### src/rtl/sd_block_buffer_if.sv
// sd_block_buffer_if
//   Groups the two byte-wide buses of the SD block buffer:
//   - capture stream : din, din_valid (SD controller -> buffer)
//   - readout port   : rd_req, rd_rewind (front-end -> buffer),
//                      rd_data, rd_valid (buffer -> front-end)
//   master : the side that supplies bytes and issues read requests
//   slave  : the block buffer itself
interface sd_block_buffer_if;
    logic [7:0] din;
    logic       din_valid;
    logic       rd_req;
    logic       rd_rewind;
    logic [7:0] rd_data;
    logic       rd_valid;

    modport master (
        output din, din_valid, rd_req, rd_rewind,
        input  rd_data, rd_valid
    );

    modport slave (
        input  din, din_valid, rd_req, rd_rewind,
        output rd_data, rd_valid
    );
endinterface

### src/rtl/sd_block_buffer.sv
// sd_block_buffer
//   Captures one SD data block plus its 2-byte CRC16 trailer into on-chip
//   RAM, checks the CRC16-CCITT (0x1021, init 0, MSB-first) over the data
//   bytes, and lets the register front-end read the block back byte by
//   byte through an auto-incrementing, wrapping read pointer.
// Ports:
//   clk96m    : system clock (single domain)
//   rst       : synchronous, active-high reset
//   arm       : pulse, restart capture of a new block (wins over din_valid)
//   io        : din/din_valid capture stream and rd_req/rd_rewind ->
//               rd_data/rd_valid readout (1-cycle latency)
//   busy      : capture in progress (FILL, CRC_HI, CRC_LO)
//   done      : block and CRC trailer captured
//   crc_ok    : received CRC equals computed CRC, meaningful when done=1
//   byte_cnt  : data bytes stored so far, 0..BLOCK_LEN
//   overflow  : sticky, a byte arrived while not capturing
module sd_block_buffer #(
    parameter int BLOCK_LEN = 512,
    parameter int ADDR_W    = 9
) (
    input  logic              clk96m,
    input  logic              rst,
    input  logic              arm,
    sd_block_buffer_if.slave  io,
    output logic              busy,
    output logic              done,
    output logic              crc_ok,
    output logic [ADDR_W:0]   byte_cnt,
    output logic              overflow
);

    typedef enum logic [2:0] {
        IDLE,
        FILL,
        CRC_HI,
        CRC_LO,
        DONE
    } state_t;

    localparam logic [ADDR_W:0] LAST_IDX = (ADDR_W+1)'(BLOCK_LEN - 1);

    state_t            state;
    logic [15:0]       crc;
    logic [7:0]        crc_rx_hi;
    logic [7:0]        mem [BLOCK_LEN];
    logic [ADDR_W-1:0] rd_ptr;
    logic [7:0]        ram_q_p1;
    logic              rd_valid_p1;
    logic              rd_sel_p1;
    logic              wr_en;
    logic              rd_hit;

    // One data byte folded into the CRC per cycle, MSB first.
    function automatic logic [15:0] crc16_byte(input logic [15:0] c,
                                               input logic [7:0]  d);
        logic [15:0] r;
        logic        fb;
        r = c;
        for (int i = 7; i >= 0; i--) begin
            fb = r[15] ^ d[i];
            r  = {r[14:0], 1'b0} ^ (fb ? 16'h1021 : 16'h0000);
        end
        return r;
    endfunction

    // arm takes priority, so a byte arriving with arm never reaches the RAM.
    assign wr_en  = (state == FILL) && io.din_valid && !arm;
    assign rd_hit = io.rd_req && (state == DONE);

    always_ff @(posedge clk96m) begin
        if (rst) begin
            state    <= IDLE;
            busy     <= 1'b0;
            done     <= 1'b0;
            crc_ok   <= 1'b0;
            byte_cnt <= '0;
            overflow <= 1'b0;
            crc      <= 16'h0000;
        end else if (arm) begin
            state    <= FILL;
            busy     <= 1'b1;
            done     <= 1'b0;
            crc_ok   <= 1'b0;
            byte_cnt <= '0;
            overflow <= 1'b0;
            crc      <= 16'h0000;
        end else begin
            case (state)
                IDLE, DONE: begin
                    if (io.din_valid) overflow <= 1'b1;
                end
                FILL: begin
                    if (io.din_valid) begin
                        byte_cnt <= byte_cnt + (ADDR_W+1)'(1);
                        crc      <= crc16_byte(crc, io.din);
                        if (byte_cnt == LAST_IDX) state <= CRC_HI;
                    end
                end
                CRC_HI: begin
                    if (io.din_valid) state <= CRC_LO;
                end
                CRC_LO: begin
                    if (io.din_valid) begin
                        state  <= DONE;
                        busy   <= 1'b0;
                        done   <= 1'b1;
                        crc_ok <= ({crc_rx_hi, io.din} == crc);
                    end
                end
                default: begin
                    state <= IDLE;
                    busy  <= 1'b0;
                end
            endcase
        end
    end

    // Received CRC high byte is plain data, held until the low byte arrives.
    always_ff @(posedge clk96m) begin
        if (state == CRC_HI && io.din_valid) crc_rx_hi <= io.din;
    end

    // Block RAM: write port driven by capture, registered read port.
    always_ff @(posedge clk96m) begin
        if (wr_en) mem[byte_cnt[ADDR_W-1:0]] <= io.din;
        ram_q_p1 <= mem[rd_ptr];
    end

    // ---- read request stage -> p1 (response) ----
    // rd_sel_p1 remembers whether the request was served from the RAM;
    // requests outside DONE still pulse rd_valid but return zero.
    always_ff @(posedge clk96m) begin
        if (rst) begin
            rd_valid_p1 <= 1'b0;
            rd_sel_p1   <= 1'b0;
            rd_ptr      <= '0;
        end else begin
            rd_valid_p1 <= io.rd_req;
            rd_sel_p1   <= rd_hit;
            if (arm || io.rd_rewind) rd_ptr <= '0;
            else if (rd_hit)         rd_ptr <= rd_ptr + ADDR_W'(1);
        end
    end

    assign io.rd_valid = rd_valid_p1;
    assign io.rd_data  = rd_sel_p1 ? ram_q_p1 : 8'h00;

endmodule

### src/flat_wrapper.sv
// flat-port wrapper written by rule: the top's interface ports become plain ports
module sd_block_buffer_flat 
#(
    parameter int BLOCK_LEN = 512,
    parameter int ADDR_W    = 9
)
  (clk96m, rst, arm, busy, done, crc_ok, byte_cnt, overflow, io_din, io_din_valid, io_rd_req, io_rd_rewind, io_rd_data, io_rd_valid);
  sd_block_buffer_if io_i ();
  input  logic clk96m;
  input  logic rst;
  input  logic arm;
  output logic busy;
  output logic done;
  output logic crc_ok;
  output logic [ADDR_W:0] byte_cnt;
  output logic overflow;
  input wire logic [$bits(io_i.din)-1:0] io_din;
  input wire logic [$bits(io_i.din_valid)-1:0] io_din_valid;
  input wire logic [$bits(io_i.rd_req)-1:0] io_rd_req;
  input wire logic [$bits(io_i.rd_rewind)-1:0] io_rd_rewind;
  output wire logic [$bits(io_i.rd_data)-1:0] io_rd_data;
  output wire logic [$bits(io_i.rd_valid)-1:0] io_rd_valid;
  assign io_i.din = io_din;
  assign io_i.din_valid = io_din_valid;
  assign io_i.rd_req = io_rd_req;
  assign io_i.rd_rewind = io_rd_rewind;
  assign io_rd_data = io_i.rd_data;
  assign io_rd_valid = io_i.rd_valid;
  sd_block_buffer #(.BLOCK_LEN(BLOCK_LEN), .ADDR_W(ADDR_W)) u_core (.clk96m(clk96m), .rst(rst), .arm(arm), .io(io_i), .busy(busy), .done(done), .crc_ok(crc_ok), .byte_cnt(byte_cnt), .overflow(overflow));
endmodule
### config.mk
export PLATFORM = sky130hd
export DESIGN_NAME = sd_block_buffer_flat
export DESIGN_NICKNAME = d
export VERILOG_FILES = /design/src/rtl/sd_block_buffer_if.sv /design/src/rtl/sd_block_buffer.sv /design/src/flat_wrapper.sv
export SDC_FILE = /design/constraint.sdc
export NUM_CORES = 2
export LEC_CHECK = 0
export CAP_MARGIN = 5
export CORE_ASPECT_RATIO = 0.7
export CORE_MARGIN = 2
export CORE_UTILIZATION = 55
export CTS_CLUSTER_DIAMETER = 50
export DETAILED_ROUTE_END_ITERATION = 8
export PLACE_DENSITY = 0.73
export REMOVE_ABC_BUFFERS = 1
export SETUP_SLACK_MARGIN = 0.3
export SYNTH_ARGS = -nofsm -noshare
export SYNTH_HDL_FRONTEND = slang
export SYNTH_SLANG_ARGS = --single-unit
### constraint.sdc
create_clock -name clk96m -period 5.55 [get_ports clk96m]
set_input_delay 1.3875 -clock clk96m [delete_from_list [all_inputs] [get_ports clk96m]]
set_output_delay 1.3875 -clock clk96m [all_outputs]
set_load 0.005 [all_outputs]
==> flow_summary.ini <==
[run_status]
result_of_the_run = complete, but fails checks
violated_checks = capacitance limit, slew limit

[synth]
post_synth_main_area_contributors = edfxtp_1, mux4_2, mux2i_1
post_synth_top_area_cell = edfxtp_1
synth.cell_area_um2 = 162000
ys_ff_latch = 4156
post_synth.cell_area_avg_um2 = 21.0
yosysSeqAreaShare_pct = 76.6
postSynth.topFlopCell = edfxtp_1
synth_edf_count = 4104
synthesis.instances = 7727
ys.warnings.count = 0
synthDistinctLibCells = 77
post-synth-top-area-fraction_pct = 75.9
async_reset_ff_share_pct = 0

[setup_path]
critical_path.n_buffers_inverters = 2
data_arrival_time_of_the_critical_path_ns = 5.75
max_stage_delay_ns = 1.13
cp_slowest_cell = nor4_1
worstSetupPathType = reg -> reg
timing.critical_path.to_type = flip-flop
cpLargestDelayFamily = simple AND/OR/NAND/NOR gates
crit_chain = buf_4 > nor2_4 > buf_12 > a221oi_2 > o21ai_1 > a21oi_1 > a211oi_1 > nor4_1 > nor4_1 > a31oi_1
timing.critical_path.from_type = flip-flop
critical_path.max_fanout = 32
timing.critical_path.mode_cell = nor4_1
crit_required_ns = 6.38

[placement]
placement.cell_area_um2 = 168000
finalWeightedCongestion = 0.917
dp.final_hpwl_um = 276000
dp.cells = 11500
port_buffers = 36

[detailed_routing]
antenna_left = 0
dr.first_iter.drc_count = 16300
drt-wirelength-per-cell_um = 37.2
route.detailed.vias_per_inst = 7.00
drt_pass1_iterations = 6
post-route-drc-count = 0
detail_route.wirelength_um = 452000
vias = 84900

[floorplanning]
die_width_um = 653
top_level_ports = 37
die-height_um = 458
coreArea_um2 = 293000
row_count = 166
dieArea_um2 = 299000
initial_util_pct = 55.4

[global_route]
grt_overflow = 0
grt_usage_pct = 30.1
first_global_vias = 80800
grt_start_max_net_pins = 190
global_route_wire_length_before_repair_um = 633000
antenna_found_initial = 23

[clock_network]
cts.clk_slew.worst_paths_ns = 0.07
clk_root_buffer_cell = clkbuf_16
ctsHoldBuffers = 0
tritoncts = built
setup_bufs_post_cts = 0
worst_skew_pair.late_latency_ns = 0.94
tritoncts.num_buffers = 372
htree_levels = 5
clock-sinks = 4156
post_cts_resized = 0
max_root_sink_buffers = 4

[cells_and_area]
most-common-layout-cells = edfxtp_1, mux4_2, nor2_1
drive_gt1_share_pct = 23.5
layout.cells.most_common = edfxtp_1
n_fill_cell = 19500
post-route-cell-area_um2 = 180000
area_growth_pct = 11.1
nets = 7993
layout.cells.non_filler = 12100

[power_and_ir_drop]
ir_worst_vdd_mv = 0.305
total_leakage_power_nw = 54.0
fin_total_pwr_mw = 60.9
power.density_cell_area_nw_per_um2 = 338

[sta]
setup_viol = 0
period_needed_ns = 4.92
worst_pin_slew_ns = 1.52
timing.final.hold_violations = 0
finalCritPeriodShare_pct = 88.6
max-slew-margin-rel_pct = -2.32
finalClockSkew_ns = 0.0567
timing.final.max_slew_violations = 2
clock.fmax_ghz = 0.203
setup_repair_after_global_routing_missed_its_margin = false

[min_path]
worst_hold_path_type = reg -> reg

[job]
max_capacitance_violation_count = 1
## per-layer routing
metal  global-route usage [%]  vias up  part of all wire, %
met5                        0        -                0.038
met4                     9.82       20                  3.9
met3                     10.8      921                   16
met2                     41.6     7383                   43
met1                     44.8    44100                   37
li1                         -    32500                    -
## flip-flops by register name, summed over array words and instances, names as in the netlist, 3 cells and up
name,flops
u_core.byte_cnt,10
u_core.rd_ptr,9
u_core.state,3
u_core.ram_q_p1,8
u_core.crc,16
u_core.mem,4096
u_core.crc_rx_hi,8
## kinds of logic (layout without fill, tap and decap cells)
| logic type | Yosys count | in the layout | share of synthesized area (%) |
|---|---|---|---|
| XOR/XNOR | 54 | 54 | 0.291 |
| flip-flops | 4156 | 4156 | 76.6 |
| AO/OA/AOI/OAI | 606 | 606 | 2.52 |
| buffers and inverters | 496 | 1036 | 1.81 |
| adder cells (fa/ha/maj) | 5 | 5 | 0.0386 |
| AND/OR/NAND/NOR | 1066 | 1066 | 2.78 |
| other | 0 | 8 | 0 |
| multiplexers | 1344 | 1344 | 16.0 |
## report_power, final
part / switching (mW) / internal, mW / total [mW]
logic: 0.660 / 0.0910 / 0.751
registers: 0.00867 / 34.5 / 34.5
clock network: 11.3 / 14.4 / 25.7
total: 12.0 / 48.9 / 60.9
## path summary, 6_finish.rpt
check / startpoint / slack (ns) / to / cells after the start
setup / recovery: u_core.rd_ptr[1] / 0.63 / u_core.ram_q_p1[2] / 10
hold / removal: u_core.done / 0.47 / u_core.done / 2
hold reg to reg: u_core.done / 0.47 / u_core.done / 2
setup reg to reg: u_core.rd_ptr[1] / 0.63 / u_core.ram_q_p1[2] / 10
## cell type report
class | instances | area, um2 | share of cell area [%]
repair buffers | 361 | 3810 | 2.12
multi-input cells | 3075 | 35300 | 19.6
inverters | 8 | 46.3 | 0.0257
clock buffers | 471 | 9950 | 5.52
well taps | 3864 | 4830 | 2.68
flip-flops and latches | 4156 | 124000 | 69.0
clock inverters | 196 | 1960 | 1.08
diodes | 8 | 20.0 | 0.0111
## Yosys cell counts (6+ instances only)
cell type  instances
o221ai_1          49
buf_6             60
o211ai_1          27
nor3_1            26
buf_1             20
a21oi_1          142
o2111ai_1          6
mux2i_1          330
nand2_1          223
xnor2_1           17
buf_2            131
nor3b_1            6
nor4_1             7
and3_1            16
o21ai_1           15
edfxtp_1        4104
a211oi_1          55
dfxtp_1           52
a22oi_1           39
o21ai_0           84
clkbuf_1         194
buf_4             66
xor2_1            37
nor2_1           622
a2111oi_0          9
nand2b_1          11
or2_2             34
o22a_1             7
a221oi_1          41
nand4_1           10
o22ai_1           46
or3_1              6
mux4_2           994
nand3_1           42
nor2b_1           27
and2_1            21
buf_8             12
a31oi_1           30
mux2_2            20
## worst register-to-register path, cell delays in order, from the launching register on
cell      delay, ns
dfxtp_4        1.08
buf_4          0.50
nor2_4         0.24
buf_12         0.28
a221oi_2       0.37
o21ai_1        0.11
a21oi_1        0.55
a211oi_1       0.28
nor4_1         1.13
nor4_1         0.12
a31oi_1        0.19
## metrics by stage
step	util [%]	setup TNS (ns)	setup WS, ns	hold slack, ns
after floorplan	-	-4149.15	-47.86	0.442
after global placement	57.5	0	0.943	0.459
final	61.5	0	0.631	0.470
after global routing	61.5	0	0.624	0.511
after CTS	61.5	0	0.917	0.475
after detailed placement	57.5	0	0.948	0.465
Power figures use the tool's default switching activity.
